===== src/rtl/frq_pkg.sv =====
// Shared definitions for the frq_meter gated frequency counter.
//   frq_state_e : measurement FSM states (IDLE, GATE, LATCH)
//   BCD_W       : bits per BCD digit
//   BCD_MAX     : highest decimal digit value
//   gate_cnt_w  : width of the gate-window cycle counter
package frq_pkg;

  typedef enum logic [1:0] {
    IDLE  = 2'd0,
    GATE  = 2'd1,
    LATCH = 2'd2
  } frq_state_e;

  localparam int         BCD_W   = 4;
  localparam logic [3:0] BCD_MAX = 4'd9;

  // Width needed to count 0..n-1; never narrower than one bit.
  function automatic int gate_cnt_w(input int n);
    return (n <= 2) ? 1 : $clog2(n);
  endfunction

endpackage


===== src/rtl/frq_meter_bcd_digit_cnt.sv =====
// One decade (0..9) counter of the frq_meter BCD result cascade.
// Ports:
//   mclk      : system clock
//   rst       : asynchronous active-low reset
//   clr       : synchronous clear to 0 (wins over inc_in)
//   inc_in    : advance by one this cycle
//   digit     : current digit value 0..9
//   carry_out : digit is 9 and being advanced (feeds next digit's inc_in)
module bcd_digit_cnt
  import frq_pkg::*;
(
  input  logic       mclk,
  input  logic       rst,
  input  logic       clr,
  input  logic       inc_in,
  output logic [3:0] digit,
  output logic       carry_out
);

  logic [3:0] digit_q, digit_d;

  always_comb begin
    digit_d = digit_q;
    if (clr) begin
      digit_d = 4'd0;
    end else if (inc_in) begin
      digit_d = (digit_q == BCD_MAX) ? 4'd0 : digit_q + 4'd1;
    end
  end

  always_ff @(posedge mclk or negedge rst) begin
    if (!rst) digit_q <= 4'd0;
    else      digit_q <= digit_d;
  end

  assign digit     = digit_q;
  assign carry_out = (digit_q == BCD_MAX) && inc_in;

endmodule


===== src/rtl/frq_meter.sv =====
// Gated frequency counter. Counts rising edges of the asynchronous sig_in
// over a window of GATE_CYCLES mclk cycles and presents the count as packed
// BCD (digit 0 in the LSBs), saturating at all-9s with a sticky overflow.
// Single-shot (start) or continuous (cont) measurement.
//
// Handshake: valid is a one-cycle pulse in the cycle that bcd/overflow first
// show a new result; there is no back-pressure. start is a one-cycle request
// honoured only in IDLE; in LATCH, cont alone decides whether to re-arm.
//
// Ports:
//   mclk      : system clock
//   rst       : asynchronous active-low reset
//   sig_in    : measured signal (asynchronous)
//   start     : begin a measurement (IDLE only)
//   cont      : continuous mode, re-arm after every gate
//   hold      : (only with FRQ_METER_HOLD_EN) freeze bcd/overflow, mute valid
//   busy      : gate window open
//   valid     : new result pulse
//   bcd       : result, 4*DIGITS bits
//   overflow  : result saturated
//   dbg_state : current FSM state (frq_state_e encoding)
//
// Optional feature macro: FRQ_METER_HOLD_EN.
module frq_meter
  import frq_pkg::*;
#(
  parameter int GATE_CYCLES = 1000,
  parameter int DIGITS      = 4,
  parameter int SYNC_STAGES = 2
) (
  input  logic                  mclk,
  input  logic                  rst,
  input  logic                  sig_in,
  input  logic                  start,
  input  logic                  cont,
`ifdef FRQ_METER_HOLD_EN
  input  logic                  hold,
`endif
  output logic                  busy,
  output logic                  valid,
  output logic [4*DIGITS-1:0]   bcd,
  output logic                  overflow,
  output logic [1:0]            dbg_state
);

  localparam int            GW        = gate_cnt_w(GATE_CYCLES);
  localparam logic [GW-1:0] GATE_LAST = GW'(GATE_CYCLES - 1);

  // ---------------------------------------------------------------- input path
  logic [SYNC_STAGES-1:0] sync_q;
  logic                   prev_q;
  logic                   edge_pulse;

  always_ff @(posedge mclk or negedge rst) begin
    if (!rst) begin
      sync_q <= '0;
      prev_q <= 1'b0;
    end else begin
      sync_q <= {sync_q[SYNC_STAGES-2:0], sig_in};
      prev_q <= sync_q[SYNC_STAGES-1];
    end
  end

  assign edge_pulse = sync_q[SYNC_STAGES-1] & ~prev_q;

  // ---------------------------------------------------------------------- FSM
  frq_state_e state_q, state_d;
  logic [GW-1:0] gate_q, gate_d;
  logic gate_c, latch_c, clr_c, latch_upd_c;
  logic hold_c;

`ifdef FRQ_METER_HOLD_EN
  assign hold_c = hold;
`else
  assign hold_c = 1'b0;
`endif

  always_ff @(posedge mclk or negedge rst) begin
    if (!rst) state_q <= IDLE;
    else      state_q <= state_d;
  end

  always_comb begin
    state_d = state_q;
    case (state_q)
      IDLE:    if (start) state_d = GATE;
      GATE:    if (gate_q == GATE_LAST) state_d = LATCH;
      LATCH:   state_d = cont ? GATE : IDLE;
      default: state_d = IDLE;
    endcase
  end

  always_comb begin
    gate_c      = (state_q == GATE);
    latch_c     = (state_q == LATCH);
    // Every entry into GATE starts from a cleared measurement.
    clr_c       = ((state_q == IDLE) && start) || (latch_c && cont);
    latch_upd_c = latch_c && !hold_c;
  end

  assign dbg_state = state_q;
  assign busy      = gate_c;

  // ------------------------------------------------------------- gate counter
  always_comb begin
    gate_d = gate_q;
    if (clr_c) begin
      gate_d = '0;
    end else if (gate_c) begin
      gate_d = (gate_q == GATE_LAST) ? '0 : gate_q + GW'(1);
    end
  end

  always_ff @(posedge mclk or negedge rst) begin
    if (!rst) gate_q <= '0;
    else      gate_q <= gate_d;
  end

  // ------------------------------------------------------------ BCD cascade
  logic [4*DIGITS-1:0] cnt_digits;
  logic [DIGITS-1:0]   inc_chain;
  logic [DIGITS-1:0]   carry;
  logic [DIGITS-1:0]   nines;
  logic                sat, edge_in_gate;
  logic                unused_top_carry;

  // Saturation: at all-9s the cascade is not advanced, so it never wraps.
  assign sat          = &nines;
  assign edge_in_gate = edge_pulse & gate_c;
  assign inc_chain[0] = edge_in_gate & ~sat;

  for (genvar i = 0; i < DIGITS; i++) begin : g_digit
    bcd_digit_cnt u_digit (
      .mclk      (mclk),
      .rst       (rst),
      .clr       (clr_c),
      .inc_in    (inc_chain[i]),
      .digit     (cnt_digits[BCD_W*i +: BCD_W]),
      .carry_out (carry[i])
    );
    assign nines[i] = (cnt_digits[BCD_W*i +: BCD_W] == BCD_MAX);
    if (i < DIGITS - 1) begin : g_chain
      assign inc_chain[i+1] = carry[i];
    end
  end

  // The top digit's carry can never fire because the cascade stops at all-9s.
  assign unused_top_carry = carry[DIGITS-1];

  // Sticky overflow for the measurement in progress.
  logic ovf_cnt_q, ovf_cnt_d;

  always_comb begin
    ovf_cnt_d = ovf_cnt_q;
    if (clr_c)                   ovf_cnt_d = 1'b0;
    else if (edge_in_gate & sat) ovf_cnt_d = 1'b1;
  end

  always_ff @(posedge mclk or negedge rst) begin
    if (!rst) ovf_cnt_q <= 1'b0;
    else      ovf_cnt_q <= ovf_cnt_d;
  end

  // ------------------------------------------------------------ result latch
  logic [4*DIGITS-1:0] bcd_q, bcd_d;
  logic                ovf_q, ovf_d;
  logic                valid_q, valid_d;

  always_comb begin
    bcd_d   = bcd_q;
    ovf_d   = ovf_q;
    valid_d = latch_upd_c;
    if (latch_upd_c) begin
      bcd_d = cnt_digits;
      ovf_d = ovf_cnt_q;
    end
  end

  always_ff @(posedge mclk or negedge rst) begin
    if (!rst) begin
      bcd_q   <= '0;
      ovf_q   <= 1'b0;
      valid_q <= 1'b0;
    end else begin
      bcd_q   <= bcd_d;
      ovf_q   <= ovf_d;
      valid_q <= valid_d;
    end
  end

  assign bcd      = bcd_q;
  assign overflow = ovf_q;
  assign valid    = valid_q;

endmodule


===== config.mk =====
export PLATFORM = sky130hd
export DESIGN_NAME = frq_meter
export DESIGN_NICKNAME = d
export VERILOG_FILES = /design/src/rtl/frq_pkg.sv /design/src/rtl/frq_meter_bcd_digit_cnt.sv /design/src/rtl/frq_meter.sv
export SDC_FILE = /design/constraint.sdc
export NUM_CORES = 1
export LEC_CHECK = 0
export CAP_MARGIN = 20
export CORE_UTILIZATION = 60
export DETAILED_ROUTE_END_ITERATION = 6
export GPL_TIMING_DRIVEN = 0
export HOLD_SLACK_MARGIN = 0.06
export PLACE_DENSITY = 0.84
export SYNTH_ARGS = -nofsm -noshare
export SYNTH_HDL_FRONTEND = slang
export SYNTH_SLANG_ARGS = --single-unit

===== constraint.sdc =====
create_clock -name mclk -period 2.95 [get_ports mclk]
set_input_delay 0.4425 -clock mclk [delete_from_list [all_inputs] [get_ports mclk]]
set_output_delay 0.4425 -clock mclk [all_outputs]
set_load 0.005 [all_outputs]

# Yosys cells after proc, flatten, opt, wreduce, memory -nomap -nowiden
# Cells that the tools add are included.
# totals
register_bits	50
latch_bits	0
ram_bits	0
rom_bits	0
in_bits	5
output_inout_bits	21
wordCells	68
n_memories	0
# classes
n_addsub	5
mul	0
div	0
n_lt_le_gt_ge	0
eq_ne	9
n_shift	0
n_mux	21
bitwise_logic	6
n_reduce_logical	15
# op_table
op	n
4-bit two-way mux	12
10-bit two-way mux	3
4-bit by 1-bit adder with 4-bit output (second input constant)	4
4-bit equality test (second input constant)	4
2-bit nonzero test	6
10-bit by 1-bit adder with 10-bit output (second input constant)	1
10-bit equality test (second input constant)	1
2-bit one-hot mux with 3 select lines	1
1-bit logical AND	5
1-bit AND	4
2-bit two-way mux	2
4-bit AND reduction	1
1-bit two-way mux	3
2-bit by 1-bit equality test with 1-bit output (second input constant)	1
2-bit equality test (second input constant)	1
2-bit logical NOT	1
2-bit by 1-bit inequality test with 1-bit output (second input constant)	1
2-bit inequality test (second input constant)	1
1-bit inverter	2
2-bit AND reduction	1
1-bit logical OR	1

# Depth between registers and ports, before layout
# logic_depth
depth_word	9
mapped_depth	8
depth_no_buf	6

# Modules after synthesis
# From an unflattened synthesis, not the netlist that was laid out.
# hier_totals
hier_cells	219
hier_area_um2	2456.1
# modules_own_cells
module	n_inst	cells_per_inst	area_per_inst_um2	seq_area_each_um2
frq_meter	1	115	1490.2	850.8
bcd_digit_cnt	4	26	241.5	100.1

# Least setup slack after synthesis
# Ideal clock, no wire load.
# synth_path
path_kind	register to register
from	reg g_digit[0].u_digit.digit_q[1]
to	reg g_digit[2].u_digit.digit_q[3]
setup_time_ns	0.076
arrival_time_ns	1.601
required_time_ns	2.874
path_slack_ns	1.272
stages_incl_launch_ff	9
n_path_buf	2
synth_period_minus_slack_ns	1.678
path_cell_list	dfrtp_1 > inv_1 > ha_1 > and3b_1 > buf_6 > nand3_4 > buf_6 > or4_1 > o21ai_1
# synth_via
elab_chain_cells	7
# synth_lines
element	line	source
start, declared	frq_meter_bcd_digit_cnt.sv:20	logic [3:0] digit_q, digit_d;
start signal, assigned	frq_meter_bcd_digit_cnt.sv:33	else digit_q <= digit_d;
4-bit equality test (*)	frq_meter_bcd_digit_cnt.sv:37, frq_meter.sv:141	
4-bit AND reduction	frq_meter.sv:128	assign sat = &nines;
1-bit inverter	frq_meter.sv:130	assign inc_chain[0] = edge_in_gate & ~sat;
1-bit AND	frq_meter.sv:130	
1-bit logical AND (*) (2 in series)	frq_meter_bcd_digit_cnt.sv:37	assign carry_out = (digit_q == BCD_MAX) && inc_in;
2-bit nonzero test (no source line) (*)	-	
end signal, assigned	frq_meter_bcd_digit_cnt.sv:33	
end, declared	frq_meter_bcd_digit_cnt.sv:20	
# Every way passes the cells marked *; elsewhere a longest branch is shown, timed or not.
# A chain may end at the register's enable or synchronous reset.

# Final worst setup path
# layout_path
from	reg state_q[1] (netlist: dbg_state[1])
to	out busy
# layout_via
elab_chain_cells	1
# layout_lines
element	line	source
start, declared	frq_meter.sv:67	frq_state_e state_q, state_d;
start signal, assigned	frq_meter.sv:80	else state_q <= state_d;
2-bit by 1-bit equality test with 1-bit output	frq_meter.sv:94	gate_c = (state_q == GATE);
end, declared	frq_meter.sv:39	output logic busy,
# Every way passes these cells.

==> results.md <==
* WL per Instance at 15.8 um
* Fin crit period at 2.30 ns
* Synth warn at 0
* Seq cells post-synth at 50
* Critical Path Start Type: register
* Worst slew pin tran at 0.685 ns
* R2r setup slk at 1.04 ns
* Clk_lat worst skew at 0.30 ns
* DRC violations left at 0
* Fin cells at 302
* Post-synth EDFFs at 0
* CP required at 2.51 ns
* RR Endpoint: gate_q[6]
* RD Place Congestion at 0.808
* Die W at 65.2 um
* P&R area growth vs syn at 17.0%
* Crit-path max FO at 9
* Skew final at 0.00757 ns
* Hold buffer count at cts at 0
* VDD IR-drop max at 0.402 mV
* Post-CTS sizing at 0
* Routed Antenna Nets at 0
* Fillers at 278
* Post-Synthesis Cells at 222
* Post-synth top area cell: dfrtp_1
* Arrival time worst endpoint at 1.86 ns
* Async S/R FF share, synth at 100%
* Worst setup EP type: output pin
* # Post-CTS Setup Buffers at 0
* Final WL at 4780 um
* Initial core utilization at 64.0%
* Post-synth design cell area at 0.00240 mm2
* Worst slew margin at 54.1%
* Clock Path Buffers at 2
* CTS sink count at 50
* RSZ-0062 raised after global routing: false
* Post-route clock period utilization at 78.0%
* Port bufs at 25
* Setup_tns at 0 ns
* Post-DP HPWL at 3390 um
* CTS clk-pin slew, worst paths at 0.09 ns
* Core area at 0.00374 mm2
* 1st-iter DRT viols at 128
* Ys flop type: dfrtp_1
* N_diodes at 0
* Yosys top cell area share at 52.2%
* Worst Hold Class: primary input to asynchronous set/reset pin
* First-pass GRT wire length at 8090 um
* Layout cell share with drive strength beyond 1 at 11.8%
* Largest net degree at the start of global routing at 31
* Final setup viols at 0
* Final hold viol count at 0
* Avg Cell Area, Syn at 10.8 um2
* Top post-synthesis cells by area: dfrtp_1, mux2_2, ha_1
* Distinct cells, synth at 45
* DR pass1 iterations at 4
* Initial antenna violation count at 0
* RR Startpoint: gate_q[0]
* Num CTS Buffers at 5
* Slew Limit Fails at 0
* Fmax at 434 MHz
* GR Overflow Total at 0
* CTS root buf: clkbuf_8
* GRT Util Overall at 25.2%
* Seq/Total Area, Yosys at 52.2%
* Via density at 6.12
* Most numerous cell in the Yosys netlist: dfrtp_1
* Max-cap violation count at 0
* Syn Nets at 236
* Status: complete, no violations
* Post-layout instance area at 0.00280 mm2
* Die span in y at 65.2 um
* Worst setup path class: register to output pin
* Pwr/cell area at 548 mW/mm2
* Lkg Pwr at 1.24 nW
* Via count at 1,849
* Htree depth at 2
* Post-synth top cells: dfrtp_1, nand2_1, mux2_2, nand3_1, o21ai_0
* Post-DP Area at 0.00272 mm2
* Layout Nets at 269
* R2R depth at 5
* Post-Place Cells at 296
* Vias in the first global route at 1,788
* CTS tree: done
* Row count at 22
* Die footprint at 0.00425 mm2
* I/O pin total at 26
## flip-flops by register name (all words and copies together) (netlist names)
signal	cells
bcd	16
sync_q	2
overflow	1
prev_q	1
ovf_cnt_q	1
valid	1
dbg_state	2
gate_q	10
g_digit.u_digit.digit	16
## cells by family (layout without fill, tap and decap cells)
logic type	Yosys count	after routing	synth area share (%)
flip-flops	50	50	52.2
adder cells (fa/ha/maj)	9	9	4.70
AND/OR/NAND/NOR	86	86	19.9
XOR/XNOR	1	1	0.366
multiplexers	17	17	7.78
buffers and inverters	15	47	3.34
AO/OA/AOI/OAI	44	44	11.7
## routing by layer
layer / global-route usage, % / share of wire, %
met4: 11.4 / 2.0
met2: 38.8 / 48
met1: 33.9 / 46
met5: 0 / 0
met3: 5.90 / 4.6
## metrics by stage
| step | hold WS [ns] | utilization (%) | power, mW | worst slack (ns) |
|---|---|---|---|---|
| final | 0.0903 | 74.9 | 1.54 | 0.648 |
| after global routing | 0.130 | 74.9 | 1.62 | 0.553 |
| after CTS | 0.110 | 74.9 | 1.53 | 0.671 |
| after detailed placement | 0.336 | 72.7 | 1.15 | 0.836 |
| after global placement | 0.333 | 72.3 | 1.12 | 0.0563 |
| after floorplan | 0.147 | - | 1.05 | 1.27 |
## report_power, final
part | switching [mW] | internal (mW)
Clock | 0.212 | 0.181
Combinational | 0.156 | 0.127
Sequential | 0.103 | 0.756
## layout by cell type, fill, tap and decap left out, types with 2 or more instances in the layout
| cell | instances |
|---|---|
| dfrtp_1 | 50 |
| clkdlybuf4s50_1 | 24 |
| nand2_1 | 23 |
| mux2_2 | 13 |
| nand3_1 | 12 |
| o21ai_0 | 12 |
| nor2_1 | 11 |
| a21oi_1 | 10 |
| ha_1 | 9 |
| nor3_1 | 7 |
| inv_1 | 6 |
| or3_1 | 6 |
| clkbuf_8 | 6 |
| nand3b_1 | 5 |
| clkbuf_1 | 4 |
| mux2i_1 | 4 |
| o41ai_1 | 4 |
| o22ai_1 | 4 |
| buf_6 | 3 |
| a21o_1 | 3 |
| nand2b_1 | 2 |
| and3b_1 | 2 |
| o2111ai_1 | 2 |
| a31oi_1 | 2 |
| or4_1 | 2 |
| nand4_1 | 2 |
| nor4_1 | 2 |
| and3_1 | 2 |
| buf_2 | 2 |
| nor3b_1 | 2 |
## how the worst max path moves through the flow
stage | slack (ns) | to | from
after floorplan | 1.27 | g_digit[2].u_digit.digit[3] | g_digit[0].u_digit.digit[1]
after global placement | 0.06 | bcd[8] | rst
after detailed placement | 0.84 | g_digit[2].u_digit.digit[2] | cont
after CTS | 0.67 | busy | dbg_state[1]
after global routing | 0.55 | busy | dbg_state[1]
final | 0.65 | busy | dbg_state[1]
## layout make-up
class	count	area [um2]	area share (%)
sequential	50	1250	44.6
clock buffer	6	82.6	2.95
multi-input combinational	157	1060	38.0
inverter	7	26.3	0.937
buffer	8	53.8	1.92
tap	48	60.1	2.14
timing repair buffer	26	265	9.46
## worst max-delay path, cell delays in order (launching register included)
cell and delay [ns]:
dfrtp_1 0.45, nand2b_1 0.27, clkinv_1 0.31, clkdlybuf4s50_1 0.53
(Power assumes the default switching activity.)
